[src/rtl/seg_pkg.sv]
// Shared codes, segment patterns and scan states for the 7-segment display path.
package seg_pkg;

  localparam logic [10:0] CODE_DASH  = 11'd11;
  localparam logic [10:0] CODE_BLANK = 11'd12;

  localparam logic [6:0] SEG_BLANK = 7'h7F;
  localparam logic [6:0] SEG_DASH  = 7'h3F;

  typedef enum logic [1:0] {
    S_BLANK,
    S_SAMPLE,
    S_SHOW
  } state_e;

endpackage

[src/rtl/seg_scan_driver_if.sv]
// Digit-content selector link: the scanner presents light and the selector
// answers combinationally with num/dot for that digit.
interface seg_scan_driver_if;
  logic [2:0]  light;
  logic [10:0] num;
  logic        dot;

  modport master (output light, input num, input dot);
  modport slave  (input light, output num, output dot);
endinterface

[src/rtl/seg7_decode.sv]
// Combinational digit-code to active-low segment decoder (bit0=a .. bit6=g).
module seg7_decode
  import seg_pkg::*;
(
  input  logic [10:0] i_num,
  output logic [6:0]  o_seg_n
);

  // Full 11-bit compare so high-bit garbage never aliases onto a digit.
  always_comb begin
    o_seg_n = SEG_BLANK;
    case (i_num)
      11'd0:      o_seg_n = 7'h40;
      11'd1:      o_seg_n = 7'h79;
      11'd2:      o_seg_n = 7'h24;
      11'd3:      o_seg_n = 7'h30;
      11'd4:      o_seg_n = 7'h19;
      11'd5:      o_seg_n = 7'h12;
      11'd6:      o_seg_n = 7'h02;
      11'd7:      o_seg_n = 7'h78;
      11'd8:      o_seg_n = 7'h00;
      11'd9:      o_seg_n = 7'h10;
      CODE_DASH:  o_seg_n = SEG_DASH;
      CODE_BLANK: o_seg_n = SEG_BLANK;
      default:    o_seg_n = SEG_BLANK;
    endcase
  end

endmodule

[src/rtl/seg_scan_driver.sv]
// Time-multiplexed 8-digit 7-segment scanner with per-slot blanking.
// Optional SEG_BLINK_EN adds blink_mask/BLINK_DIV for a blinking edit cursor.
module seg_scan_driver
  import seg_pkg::*;
#(
  parameter int DIV_CNT      = 100000,
  parameter int BLANK_CYCLES = 1000,
  parameter int NUM_DIGITS   = 8
`ifdef SEG_BLINK_EN
  ,
  parameter int BLINK_DIV    = 25000000
`endif
) (
  input  logic                     clk,
  input  logic                     rst_n,
  input  logic                     en,
  seg_scan_driver_if.master        sel,
`ifdef SEG_BLINK_EN
  input  logic [7:0]               blink_mask,
`endif
  output logic [6:0]               seg_n,
  output logic                     dp_n,
  output logic [7:0]               an_n,
  output logic                     frame_done
);

  localparam int CNT_W = $clog2(DIV_CNT);
  localparam logic [CNT_W-1:0] CNT_LAST   = CNT_W'(DIV_CNT - 1);
  localparam logic [CNT_W-1:0] BLANK_LAST = CNT_W'(BLANK_CYCLES - 1);
  localparam logic [2:0]       LIGHT_LAST = 3'(NUM_DIGITS - 1);

  state_e           r_state;
  state_e           w_state_nxt;
  logic [CNT_W-1:0] r_cnt;
  logic [CNT_W-1:0] w_cnt_nxt;
  logic [2:0]       r_light;
  logic [2:0]       w_light_nxt;
  logic [7:0]       r_an_n;
  logic [7:0]       w_an_nxt;
  logic             r_frame_done;
  logic             w_frame_nxt;
  logic [6:0]       r_seg_n;
  logic             r_dp_n;
  logic             w_load;
  logic [6:0]       w_dec_seg_n;
  logic             w_blink_hide;

  seg7_decode u_decode (
    .i_num   (sel.num),
    .o_seg_n (w_dec_seg_n)
  );

`ifdef SEG_BLINK_EN
  localparam int BLINK_W = $clog2(BLINK_DIV);
  localparam logic [BLINK_W-1:0] BLINK_LAST = BLINK_W'(BLINK_DIV - 1);

  logic [BLINK_W-1:0] r_blink_cnt;
  logic               r_blink_on;

  // Free-running so the cursor rhythm is independent of scan enable.
  always_ff @(posedge clk or negedge rst_n) begin
    if (!rst_n) begin
      r_blink_cnt <= '0;
      r_blink_on  <= 1'b1;
    end else if (r_blink_cnt == BLINK_LAST) begin
      r_blink_cnt <= '0;
      r_blink_on  <= ~r_blink_on;
    end else begin
      r_blink_cnt <= r_blink_cnt + BLINK_W'(1);
    end
  end

  assign w_blink_hide = ~r_blink_on & blink_mask[r_light];
`else
  assign w_blink_hide = 1'b0;
`endif

  always_ff @(posedge clk or negedge rst_n) begin
    if (!rst_n) r_state <= S_BLANK;
    else        r_state <= w_state_nxt;
  end

  // Enable dominates slot end, which dominates the per-state progression.
  always_comb begin
    w_state_nxt = r_state;
    w_cnt_nxt   = r_cnt + CNT_W'(1);
    w_light_nxt = r_light;
    w_frame_nxt = 1'b0;
    w_load      = 1'b0;
    if (!en) begin
      w_state_nxt = S_BLANK;
      w_cnt_nxt   = '0;
    end else if (r_cnt == CNT_LAST) begin
      w_state_nxt = S_BLANK;
      w_cnt_nxt   = '0;
      w_light_nxt = (r_light == LIGHT_LAST) ? 3'd0 : r_light + 3'd1;
      w_frame_nxt = (r_light == LIGHT_LAST);
    end else begin
      case (r_state)
        S_BLANK:  if (r_cnt == BLANK_LAST) w_state_nxt = S_SAMPLE;
        S_SAMPLE: begin
          w_load      = 1'b1;
          w_state_nxt = S_SHOW;
        end
        S_SHOW:   w_state_nxt = S_SHOW;
        default:  w_state_nxt = S_BLANK;
      endcase
    end
    // Anodes are registered from the next state so they line up with it.
    w_an_nxt = (w_state_nxt == S_SHOW && !w_blink_hide) ? ~(8'd1 << r_light) : 8'hFF;
  end

  always_ff @(posedge clk or negedge rst_n) begin
    if (!rst_n) begin
      r_cnt        <= '0;
      r_light      <= 3'd0;
      r_an_n       <= 8'hFF;
      r_frame_done <= 1'b0;
      r_seg_n      <= SEG_BLANK;
      r_dp_n       <= 1'b1;
    end else begin
      r_cnt        <= w_cnt_nxt;
      r_light      <= w_light_nxt;
      r_an_n       <= w_an_nxt;
      r_frame_done <= w_frame_nxt;
      if (w_load) begin
        r_seg_n <= w_dec_seg_n;
        r_dp_n  <= sel.dot;
      end
    end
  end

  assign sel.light  = r_light;
  assign seg_n      = r_seg_n;
  assign dp_n       = r_dp_n;
  assign an_n       = r_an_n;
  assign frame_done = r_frame_done;

endmodule

[src/flat_wrapper.sv]
// flat-port wrapper written by rule: the top's interface ports become plain ports
module seg_scan_driver_flat import seg_pkg::*;
#(
  parameter int DIV_CNT      = 100000,
  parameter int BLANK_CYCLES = 1000,
  parameter int NUM_DIGITS   = 8

)
  (clk, rst_n, en, seg_n, dp_n, an_n, frame_done, sel_light, sel_num, sel_dot);
  seg_scan_driver_if sel_i ();
  input  logic clk;
  input  logic rst_n;
  input  logic en;
  output logic [6:0] seg_n;
  output logic dp_n;
  output logic [7:0] an_n;
  output logic frame_done;
  output wire logic [$bits(sel_i.light)-1:0] sel_light;
  input wire logic [$bits(sel_i.num)-1:0] sel_num;
  input wire logic [$bits(sel_i.dot)-1:0] sel_dot;
  assign sel_light = sel_i.light;
  assign sel_i.num = sel_num;
  assign sel_i.dot = sel_dot;
  seg_scan_driver #(.DIV_CNT(DIV_CNT), .BLANK_CYCLES(BLANK_CYCLES), .NUM_DIGITS(NUM_DIGITS)) u_core (.clk(clk), .rst_n(rst_n), .en(en), .sel(sel_i), .seg_n(seg_n), .dp_n(dp_n), .an_n(an_n), .frame_done(frame_done));
endmodule
[config.mk]
export PLATFORM = sky130hd
export DESIGN_NAME = seg_scan_driver_flat
export DESIGN_NICKNAME = d
export VERILOG_FILES = /design/src/rtl/seg_pkg.sv /design/src/rtl/seg_scan_driver_if.sv /design/src/rtl/seg7_decode.sv /design/src/rtl/seg_scan_driver.sv /design/src/flat_wrapper.sv
export SDC_FILE = /design/constraint.sdc
export NUM_CORES = 1
export LEC_CHECK = 0
export ABC_CLOCK_PERIOD_IN_PS = 2150
export CAP_MARGIN = 10
export CORE_MARGIN = 1
export CORE_UTILIZATION = 50
export CTS_BUF_LIST = sky130_fd_sc_hd__clkbuf_4
export CTS_CLUSTER_DIAMETER = 80
export DETAILED_ROUTE_END_ITERATION = 10
export DONT_BUFFER_PORTS = 1
export SLEW_MARGIN = 20
export SYNTH_ARGS = -nofsm -noshare
export SYNTH_HDL_FRONTEND = slang
export SYNTH_SLANG_ARGS = --single-unit
[constraint.sdc]
create_clock -name clk -period 2.15 [get_ports clk]
set_input_delay 0.215 -clock clk [delete_from_list [all_inputs] [get_ports clk]]
set_output_delay 0.215 -clock clk [all_outputs]
set_load 0.005 [all_outputs]
==> results.toml <==
[worst_hold_path]
hp-class = "in2reg"
min_from = "en"

[status]
status = "completed"

[finish]
area_delta_synth_final_pct = 7.26
nets = 231
layout.cells.non_filler = 252
drive_gt1_frac = 0.208
diodes = 0
fillers = 333

[floorplanning]
pin_count = 35
die_area_sq_um = 4400
rows = 23
core_sq_um = 3970
start_util = 0.520
die_x_um = 66.3
die-height_um = 66.3

[timing]
finalHoldViolations = 0
fin_hold_ws_ns = 0.100
finalCritPeriodShare = 0.900
slew_viol_final = 0
skew_ns = 0.0121
rsz0062_at_grt = "no"
max_clock_freq_mhz = 517
post-route-min-period_ns = 1.93
max_slew_margin = 0.539
setup_tns_ns = 0
tightest_slew_ns = 0.692
report.final.setup_viol = 0

[setup_path]
worstReg2RegStart = "u_core.r_cnt[0]"
worstSetupPathType = "reg2reg"
crit_required_ns = 2.38
critPathArrivalTime_ns = 2.16
crit_family = "simple AND/OR/NAND/NOR gates"
cp-end-kind = "register"
slowest_stage = "nor4_4"
path_buf_inv = 1
cp-start-kind = "register"
critical_path.max_stage_delay_ns = 0.43
startpoint = "u_core.r_cnt[0]"
crit_chain = "ha_1, nand4_1, nor4_4, nand2b_1, buf_4, nor2_1"
cp_max_fo = 18

[drt]
firstDrtPassIters = 4
vias = 1416
via_per_inst = 5.62
routedWlPerCell_um = 14.3
wirelength_um = 3590
drc = 0
antenna_left = 0
drt_iter0_markers = 122

[clock_tree]
cts_root_buf = "clkbuf_4"
cts.sinks = 39
cts_buffers = 5
clk_latency_ns = 0.34
postCtsSetupBuffers = 0
clk_pin_slew_ns = 0.12
htree_levels = 2
cts_hold_buf = 2
cts_max_path_buffers = 2
cts_tree = "done"
cts_resized = 0

[placed_design]
port_buffers = 0
hpwl_um = 2550
dp.cells = 240
gp_congestion = 0.831

[pwr]
power_density_nw_per_um2 = 548
power_frac_comb = 0.060
p_leak_uw = 0.000901
p_seq_frac = 0.638
switching_share = 0.233
ir_drop_v = 0.000402
internal_power_uw = 932
switching_power_uw = 282
pwr-share-clk = 0.302

[yosys]
ys_warn_count = 0
synthesis.area_sq_um = 2070
syn_area_per_cell_sq_um = 10.7
synth_cell_types = 38
synth.net_count = 224
synth_sequential_area_ratio = 0.482
synthCells = 194
synth-seq-cells = 39

[grt]
grt_first_pass_wirelength_um = 6180
grt_max_degree = 40
grt.overflow.total = 0
grt_pass1_vias = 1411
antenna_found_initial = 0
track_usage = 0.186

[job]
maxCapViolCount = 0
[cell type report]
class	instances	area, sq um	area share
Clock buffer	6	45.0	0.0203
Multi-Input combinational cell	138	995	0.449
Tap cell	50	62.6	0.0282
Inverter	11	41.3	0.0186
Sequential cell	39	996	0.449
Clock inverter	2	12.5	0.00564
Timing Repair Buffer	6	65.1	0.0293
[power by group through the flow]
stage               clock network, uW  logic, uW  registers (uW)
floorplan                           0       49.0             784
global placement                    0       48.8             788
detailed placement                  0       51.7             788
CTS                               388       72.4             775
global route                      416       84.4             778
finish                            367       73.1             775
[cells in the mapped netlist, drive strengths merged]
master,instances,area (sq um)
dfrtp,23,576
a21oi,4,20.0
clkbuf,3,11.3
ha,15,188
a22oi,1,7.51
or2,1,6.26
nor3,6,30.0
o21ai,6,30.0
mux2i,1,10.0
or4,2,18.8
nor2,25,96.4
nand3,7,35.0
buf,3,23.8
nand4bb,1,11.3
nand4b,2,17.5
mux2,10,116
nor4,7,58.8
nand4,11,68.8
xor2,4,35.0
or4bb,2,22.5
and3,1,6.26
xnor2,11,96.3
dfstp,16,420
and3b,3,26.3
or4b,1,10.0
nand2,11,41.3
and4,1,8.76
inv,11,41.3
nor2b,2,12.5
a211oi,1,7.51
nand2b,1,6.26
nor3b,1,7.51
[registers in the layout, indices dropped and copies added (netlist names)]
register	count
u_core.r_cnt	17
u_core.an_n	8
u_core.seg_n	7
u_core.sel.light	3
u_core.r_state	2
u_core.dp_n	1
u_core.frame_done	1
[worst reg2reg max path, cell delays in order (launching register included)]
cell      delay, ns
dfrtp_1        0.42
ha_1           0.26
nand4_1        0.26
nor4_4         0.43
nand2b_1       0.15
buf_4          0.22
nor2_1         0.08
[path summary, 6_finish.rpt]
check | to | slack (ns) | cells after the start
setup / recovery | u_core.r_cnt[2] | 0.22 | 6
hold / removal | u_core.sel.light[2] | 0.10 | 2
setup reg to reg | u_core.r_cnt[2] | 0.22 | 6
hold reg to reg | u_core.r_cnt[0] | 0.52 | 1
max in group asynchronous | u_core.seg_n[6] | 1.56 | 2
min in group asynchronous | u_core.r_state[0] | 0.33 | 2
[layout by cell type (no fill, tap or decap), types with 6 or more instances in the layout]
cell	Yosys	final
o21ai_0	6	6
nand2_1	11	11
clkbuf_4	0	6
ha_1	15	15
nor4_1	6	6
inv_1	11	11
dfstp_2	16	16
xnor2_1	11	11
nand4_1	11	11
dfrtp_1	23	23
nand3_1	7	7
nor2_1	24	24
mux2_2	9	9
nor3_1	6	6
[metrics by stage]
stage	util	setup slack (ns)	total power (uW)	cell area, sq um
finish	0.558	0.216	1210	2220
global route	0.558	0.0216	1280	2220
floorplan	-	0.342	833	2070
CTS	0.553	0.205	1240	2200
detailed placement	0.531	0.227	840	2110
global placement	0.531	0.276	836	2110
[cells by family (layout without fill, tap and decap cells)]
family | Yosys count | count (layout) | share of synthesized area
simple gates | 85 | 85 | 0.234
flops | 39 | 39 | 0.482
buf+inv | 17 | 25 | 0.0369
fa+ha+maj | 15 | 15 | 0.0908
xor+xnor | 15 | 15 | 0.0636
compound gates | 12 | 12 | 0.0315
mux | 11 | 11 | 0.0611
[routing by layer]
layer	share of wire	track usage
met1	0.45	0.219
met2	0.49	0.315
met3	0.046	0.0621
met4	0.014	0.0612
met5	0	0
(Power assumes the default switching activity.)
